### src/rtl/fp_pkg.sv
// Shared constants and types for the 255-bit modular subtractor datapath.
// The field prime is 2^255 - 19.
package fp_pkg;

  localparam int FP_W     = 255;
  localparam int FP_TAG_W = 4;
  localparam int LAT_SUB  = 5;

  localparam logic [FP_W-1:0] FP_Q = {FP_W{1'b1}} - FP_W'(18);

  typedef struct packed {
    logic [FP_W-1:0]     data;
    logic [FP_TAG_W-1:0] tag;
    logic                err;
  } fp_tagged_t;

endpackage

### src/rtl/fp_res_fifo.sv
// In-order result FIFO with first-word fall-through. Overflow protection is
// the caller's job (credit-gated issue), so there is no full flag.
module fp_res_fifo
  import fp_pkg::*;
#(
  parameter int DEPTH = 8
) (
  input  logic       clk,
  input  logic       rst,
  input  logic       i_wr_en,
  input  fp_tagged_t i_wr_data,
  input  logic       i_rd_en,
  output logic       o_empty,
  output fp_tagged_t o_rd_data
);

  localparam int AW = $clog2(DEPTH);
  localparam logic [AW:0] PTR_ONE = (AW+1)'(1);

  fp_tagged_t  r_mem [DEPTH];
  logic [AW:0] r_wr_ptr;
  logic [AW:0] r_rd_ptr;

  always_ff @(posedge clk) begin
    if (rst) begin
      r_wr_ptr <= '0;
      r_rd_ptr <= '0;
    end else begin
      if (i_wr_en) r_wr_ptr <= r_wr_ptr + PTR_ONE;
      if (i_rd_en && !o_empty) r_rd_ptr <= r_rd_ptr + PTR_ONE;
    end
  end

  always_ff @(posedge clk) begin
    if (i_wr_en) r_mem[r_wr_ptr[AW-1:0]] <= i_wr_data;
  end

  assign o_empty = (r_wr_ptr == r_rd_ptr);

  // Storage is not reset, so the head is masked to zero while empty.
  assign o_rd_data = o_empty ? '0 : r_mem[r_rd_ptr[AW-1:0]];

endmodule

### src/rtl/fp_sub_issue.sv
// Credit-gated issue/collect stage around the fixed-latency fp_sub pipeline.
// Optional FP_SUB_RANGE_CHECK_EN adds out_err for operands >= FP_Q.
module fp_sub_issue
  import fp_pkg::*;
#(
  parameter int PIPE_LAT  = LAT_SUB,
  parameter int OUT_DEPTH = 8,
  parameter int TAG_W     = FP_TAG_W
) (
  input  logic             clk,
  input  logic             rst,
  input  logic             in_valid,
  output logic             in_ready,
  input  logic [FP_W-1:0]  in_a,
  input  logic [FP_W-1:0]  in_b,
  input  logic [TAG_W-1:0] in_tag,
  output logic [FP_W-1:0]  pipe_a,
  output logic [FP_W-1:0]  pipe_b,
  input  logic [FP_W-1:0]  pipe_d,
  output logic             out_valid,
  input  logic             out_ready,
  output logic [FP_W-1:0]  out_d,
`ifdef FP_SUB_RANGE_CHECK_EN
  output logic             out_err,
`endif
  output logic [TAG_W-1:0] out_tag
);

  localparam int CW = $clog2(OUT_DEPTH + 1);
  localparam logic [CW-1:0] CNT_MAX = CW'(OUT_DEPTH);
  localparam logic [CW-1:0] CNT_ONE = CW'(1);

  logic [CW-1:0]               r_count;
  logic [FP_W-1:0]             r_pipe_a;
  logic [FP_W-1:0]             r_pipe_b;
  logic [PIPE_LAT:0]           r_vld_sh;
  logic [PIPE_LAT:0]           w_vld_nx;
  logic [PIPE_LAT:0][TAG_W-1:0] r_tag_sh;
  logic [PIPE_LAT:0][TAG_W-1:0] w_tag_nx;
  logic [PIPE_LAT:0]           r_err_sh;
  logic [PIPE_LAT:0]           w_err_nx;
  logic                        w_accept;
  logic                        w_pop;
  logic                        w_in_err;
  logic                        w_empty;
  fp_tagged_t                  w_wr_entry;
  fp_tagged_t                  w_head;

  assign in_ready = (r_count < CNT_MAX);
  assign w_accept = in_valid && in_ready;
  assign w_pop    = out_valid && out_ready;

`ifdef FP_SUB_RANGE_CHECK_EN
  assign w_in_err = (in_a >= FP_Q) || (in_b >= FP_Q);
`else
  assign w_in_err = 1'b0;
`endif

  // Credits cover both in-flight requests and buffered results.
  always_ff @(posedge clk) begin
    if (rst) begin
      r_count <= '0;
    end else begin
      case ({w_accept, w_pop})
        2'b10:   r_count <= r_count + CNT_ONE;
        2'b01:   r_count <= r_count - CNT_ONE;
        default: r_count <= r_count;
      endcase
    end
  end

  always_ff @(posedge clk) begin
    if (rst) begin
      r_pipe_a <= '0;
      r_pipe_b <= '0;
    end else if (w_accept) begin
      r_pipe_a <= in_a;
      r_pipe_b <= in_b;
    end
  end

  assign pipe_a = r_pipe_a;
  assign pipe_b = r_pipe_b;

  assign w_vld_nx[0] = w_accept;
  assign w_tag_nx[0] = in_tag;
  assign w_err_nx[0] = w_in_err;

  for (genvar gi = 1; gi <= PIPE_LAT; gi++) begin : g_stage
    assign w_vld_nx[gi] = r_vld_sh[gi-1];
    assign w_tag_nx[gi] = r_tag_sh[gi-1];
    assign w_err_nx[gi] = r_err_sh[gi-1];
  end

  // Tag/valid track matches fp_sub latency so stage PIPE_LAT lines up with pipe_d.
  always_ff @(posedge clk) begin
    if (rst) begin
      r_vld_sh <= '0;
      r_tag_sh <= '0;
      r_err_sh <= '0;
    end else begin
      r_vld_sh <= w_vld_nx;
      r_tag_sh <= w_tag_nx;
      r_err_sh <= w_err_nx;
    end
  end

  // TAG_W is expected to equal FP_TAG_W, the width of the stored tag field.
  assign w_wr_entry.data = pipe_d;
  assign w_wr_entry.tag  = r_tag_sh[PIPE_LAT];
  assign w_wr_entry.err  = r_err_sh[PIPE_LAT];

  fp_res_fifo #(
    .DEPTH(OUT_DEPTH)
  ) u_res_fifo (
    .clk      (clk),
    .rst      (rst),
    .i_wr_en  (r_vld_sh[PIPE_LAT]),
    .i_wr_data(w_wr_entry),
    .i_rd_en  (w_pop),
    .o_empty  (w_empty),
    .o_rd_data(w_head)
  );

  assign out_valid = !w_empty;
  assign out_d     = w_head.data;
  assign out_tag   = w_head.tag;

`ifdef FP_SUB_RANGE_CHECK_EN
  assign out_err = w_head.err;
`else
  logic w_unused_err;
  assign w_unused_err = w_head.err;
`endif

endmodule

### config.mk
export PLATFORM = sky130hd
export DESIGN_NAME = fp_sub_issue
export DESIGN_NICKNAME = d
export VERILOG_FILES = /design/src/rtl/fp_pkg.sv /design/src/rtl/fp_res_fifo.sv /design/src/rtl/fp_sub_issue.sv
export SDC_FILE = /design/constraint.sdc
export NUM_CORES = 2
export LEC_CHECK = 0
export ABC_AREA = 1
export BUFFER_PORTS_ARGS = -buffer_cell sky130_fd_sc_hd__buf_2
export CAP_MARGIN = 10
export CORE_AREA = 2 2 593 595
export CTS_BUF_LIST = sky130_fd_sc_hd__clkbuf_8
export CTS_CLUSTER_DIAMETER = 150
export DETAILED_ROUTE_END_ITERATION = 16
export DIE_AREA = 0 0 595 597
export HOLD_SLACK_MARGIN = 0.12
export PLACE_DENSITY = 0.43
export SYNTH_ARGS = -nofsm -noshare
export SYNTH_HDL_FRONTEND = slang
export SYNTH_SLANG_ARGS = --single-unit
### constraint.sdc
create_clock -name clk -period 15 [get_ports clk]
set_input_delay 0.75 -clock clk [delete_from_list [all_inputs] [get_ports clk]]
set_output_delay 0.75 -clock clk [all_outputs]
set_load 0.1 [all_outputs]
* Yosys cells after proc, flatten, opt, wreduce, memory -nomap -nowiden
Memories as Yosys holds them, arrays and structs flattened. A register that Yosys moved wholly into a read port is not among the register bits.
Index checks and enable logic that the tools add are counted.
** Storage, ports and cells
- Output and inout bits :: 771
- Memory bits (writable) :: 2080
- Memories kept :: 1
- Logic and storage cells :: 34
- Register bits after elaboration :: 558
- Bits of input ports :: 773
** Cells by class
- Eq/ne operators :: 3
- Add/subtract/negate cells :: 4
- $lt $le $gt $ge :: 1
- Mux-type cells :: 6
- Reduce and logical (&&, ||, !) cells :: 5
** Memories
- u_res_fifo.r_mem :: depth 8, bits a word 260, rd ports 1, clocked after Yosys merged registers in 1, write ports 1, RTL line fp_res_fifo.sv:20 : fp_tagged_t r_mem [DEPTH];
** Operator list (number)
- $mux 260 :: 1
- $add 4x1->4 const B :: 3
- $pmux 4 s2 :: 1
- $mux 3 :: 2
- $eq 4x4->1 :: 1
- $lt 4x4->1 const B :: 1
- $sub 4x1->4 const B :: 1
- $logic_and 1x1->1 :: 3
- $eq 2x1->1 const B :: 1
- $eq 2x2->1 const B :: 1
- $mux 1 :: 2
- $reduce_bool 2->1 :: 1
- $logic_not 1->1 :: 1

* Logic depth before layout (Yosys ltp)
- Word-level depth :: 6
- Gate-level depth with buffers :: 17
- Depth with buffers taken out :: 17

* Cells and area by module
Synthesis repeated with hierarchy kept, for this count alone.
** Unflattened totals
- Cells, all modules :: 8589
- Area, all modules :: 100413.8 µm²
** Modules (own cells, without submodules)
- fp_res_fifo :: times used 1, area an instance 81787.2 µm², cells an instance 6242
- fp_sub_issue :: times used 1, area an instance 18626.6 µm², cells an instance 2347

* Worst setup path after synthesis
OpenSTA, ideal clock, no wires.
- Path type :: register to register
- Start point :: register r_vld_sh[5]
- End point :: memory u_res_fifo.r_mem[7][0] (netlist name), enable pin
- Arrival :: 11.290 ns
- Path slack :: 2.824 ns
- Clock period less this slack :: 12.176 ns
- Stages on the path, launching flop included :: 3
- Required time :: 14.114 ns
- Buffers on the path :: 0
- Setup time :: 0.886 ns
- Path through :: dfxtp_1 > nand2_1 > nor2_1
** Between the ends
- Cells in the longest elaborated chain, start to end :: 2
** RTL lines
- start, declared :: RTL line fp_sub_issue.sv:36 : logic [PIPE_LAT:0] r_vld_sh;
- start signal, assigned :: RTL line fp_sub_issue.sv:102 : r_vld_sh <= w_vld_nx;
- $mux 1 :: RTL line fp_res_fifo.sv:35 : if (i_wr_en) r_mem[r_wr_ptr[AW-1:0]] <= i_wr_data;
- $mux 1 (not written as such) :: RTL line fp_res_fifo.sv:35
- end, declared :: RTL line fp_res_fifo.sv:20
No other way between the ends.

==> impl_results.md <==
* Global-route wire length before repair at 630 mm
* Footprint of the multi-input gates at 23500 um^2
* DRC at 0
* Avg Cell Area, Syn at 11.7 um^2
* Post-layout min period at 6460 ps
* Slowest stage cell, crit path: buf_4
* Drt wl/cell at 29.5 um
* Routed WL at 467 mm
* Reg2reg start: r_vld_sh[5]
* Layout area overhead at 27.8%
* RSZ-0062 raised after global routing: no
* Die H at 597 um
* Worst skew pair latency at 1150 ps
* Core area at 349000 um^2
* Mapped Nets at 9334
* Largest delay share family, worst path: buffers and inverters
* H-tree depth at 5
* Post-Synth Simple-Gate Area at 12.0%
* Outcome: complete, but fails checks
* Final number of hold-violating endpoints at 0
* First drt pass iteration count at 6
* Period utilization at 43.0%
* Worst-Margin Slew at 1550 ps
* CP endpoint kind: output pin
* Die area at 355000 um^2
* Synth top area share at 62.3%
* CTS tree: built
* Worst vdd ir at 0.0831 mV
* Largest net degree at the start of global routing at 246
* Via Count at 76100
* R2r setup slk at 10410 ps
* Layout cells sized above 1 at 20.1%
* Main combinational cell family by area after synthesis: simple AND/OR/NAND/NOR gates
* Total CTS buffers at 471
* Fill cells at 34800
* Cell Pwr Density at 155 nW/um^2
* Root Driver: clkbuf_8
* Nets at 11600
* GRT Resource Usage Total at 25.3%
* Vias in the first global route at 72900
* Port bufs at 1543
* Post-Synth Adder-Cell Area at 0.0626%
* Routed vias/inst at 4.81
* Register Area at 73300 um^2
* Detail Placement HPWL at 317 mm
* EDFF count, synth at 2072
* Global route total overflow at 0
* Total Neg Setup Slack at 0 ps
* Setup Viol. Count Final at 0
* Multiplexer share of the synthesized area at 0%
* Min-Delay Path Depth at 3
* Synth Instances at 8556
* Die width at 595 um
* CP Launch Type: flop
* Leakage power at 47.9 nW
* Violated checks: max-capacitance violations, max-slew violations
* Ys async rst share at 0%
* Synth Area in Compound Gates at 11.4%
* Initial Util at 28.7%
* CP arrival at 5710 ps
* Site Rows at 217
* Initial DRC count at 6258
* Hold buffers post-CTS at 710
* Post-route worst setup slack at 8540 ps
* Io pins at 1544
* FF-to-FF End: u_res_fifo.r_mem[1][61]
* Synth Flop Type: edfxtp_1
* Final Slew Violations at 2
* Setup CP Type: reg -> out
* Worst hold margin at 270 ps
* Clock Path Buffers at 4
* Total of max-cap violations at 1
* Synth warn at 0
* Worst path bufs/invs at 4
* Worst slew margin at -4.62%
* Hold EP: pipe_a[30]
* Largest stage delay on the critical path at 880 ps
* FF-to-FF path depth at 6
* Initial antenna violation count at 150
* Hold Startpoint: in_a[30]
* CTS resizes at 0
* Count of distinct cell types in the synthesized netlist at 24
* Yosys reg bits at 2627
* Largest area contributor in the netlist: edfxtp_1
* Worst-path clk slew at 60 ps
* Sink Count at 2627
* Worst slack at placement at 9520 ps
* Mapped Area at 99900 um^2
* Worst path cell trace: inv_8, buf_12, buf_4, o21ai_0, o211ai_1, nand2_1, nor2_1, buf_2
* Highest Clock Rate at 155 MHz
* Post-route ant nets at 0
* Crit Path Max Fanout at 245
* Worst Hold Class: in -> reg
* Post-CTS Setup Bufs at 0
* Seq/Total Area, Yosys at 73.4%
* Clk_skew at 110 ps
* GPL Wtd Cong at 1.01
* Xor/xnor share of the synthesized area at 0.0438%
* Ranking of synthesized cells by area: edfxtp_1 62%, dfxtp_1 11%, nor2_1 11%, o21ai_0 7.4%, o211ai_1 1.9%
* Required time of the critical path at 14250 ps
## kinds of logic after synthesis
kind of cell	count (synthesis)
buf+inv	653
fa+ha+maj	5
xor+xnor	5
simple gates	3191
flops	2627
compound gates	2075
## worst max path at each step
stage | slack (ps) | depth (start not counted) | endpoint | startpoint
final | 8540 | 8 | out_d[142] | flop
after CTS | 8280 | 8 | out_d[141] | flop
after global placement | 9540 | 8 | out_d[141] | flop
after detailed placement | 9520 | 8 | out_d[141] | flop
after floorplan | 2820 | 2 | u_res_fifo.r_mem[7][0] | r_vld_sh[5]
after global routing | 8050 | 8 | out_d[141] | flop
## flip-flops by register name (all words and copies together), names as in the netlist, named ones only
signal,cells
u_res_fifo.r_mem,2072
pipe_a,255
pipe_b,255
r_tag_sh,24
r_vld_sh,6
r_count,4
u_res_fifo.r_rd_ptr,4
u_res_fifo.r_wr_ptr,4
## cell usage after synthesis, types with 7 or more instances
cell type	number
nor2_1	2888
edfxtp_1	2072
o21ai_0	1470
dfxtp_1	555
clkbuf_1	362
nand2_1	293
o211ai_1	259
o22ai_1	259
buf_2	140
o21ai_1	80
buf_6	49
inv_1	48
buf_1	31
buf_4	19
a21oi_1	7
nand3_1	7
## metrics by stage
step | cell area, um^2 | utilization (%) | instances | total power, mW
final | 128000 | 36.6 | 15800 | 19.8
after global routing | 128000 | 36.6 | 15800 | 20.5
after CTS | 127000 | 36.6 | 15800 | 20.1
after detailed placement | 112000 | 32.0 | 14200 | 13.5
after global placement | 112000 | 32.0 | 14200 | 13.4
after floorplan | 99900 | - | 8556 | 11.9
## routing by layer
| layer | vias up | wire [um] | part of all wire [%] | track usage, % |
|---|---|---|---|---|
| met4 | 68 | 19700 | 4.2 | 9.25 |
| met5 | - | 410 | 0.088 | 0 |
| li1 | 34800 | - | - | - |
| met1 | 38000 | 198000 | 42 | 32.5 |
| met3 | 777 | 30200 | 6.5 | 6.00 |
| met2 | 2536 | 218000 | 47 | 41.6 |
## cells in the final DEF (no fill, tap or decap)
cell type and count:
inv_8 11, dfxtp_1 552, o21ai_0 1461, buf_6 2
edfxtp_1 2072, diode_2 48, inv_6 3, clkinv_2 40
buf_2 1543, clkinv_1 105, dlygate4sd3_1 712, clkinvlp_4 6
buf_4 97, ha_1 5, xnor2_1 2, o211ai_1 259
inv_1 233, xor2_1 3, inv_16 1, nand2_4 2
nor2_4 8, nand3_1 7, nand3b_1 1, clkinv_8 4
clkbuf_8 507, bufinv_16 7, o22ai_1 259, nor2_1 2880
nand2_1 291, buf_12 15, dfxtp_4 3, inv_12 1
a21oi_1 7, o21ai_1 89, nor3_1 2
## layout make-up
cell class	count	area share [%]
well taps	4599	4.51
inverters	50	0.171
multi-input cells	5276	18.4
repair buffers	2369	12.5
clock inverters	361	1.38
diodes	48	0.0941
clock buffers	507	5.47
flip-flops and latches	2627	57.5
## worst min-delay path, cell delays in order
cell     delay [ps]
buf_2            80
o21ai_0         300
nor2_1          170
## power breakdown
group / leakage [nW] / internal [mW] / total [mW] / switching, mW
Combinational: 19.5 / 0.855 / 5.27 / 4.41
Sequential: 23.2 / 8.06 / 8.20 / 0.138
Clock: 5.16 / 3.22 / 6.34 / 3.12
Total: 47.9 / 12.1 / 19.8 / 7.67
Power figures use the tool's default switching activity.
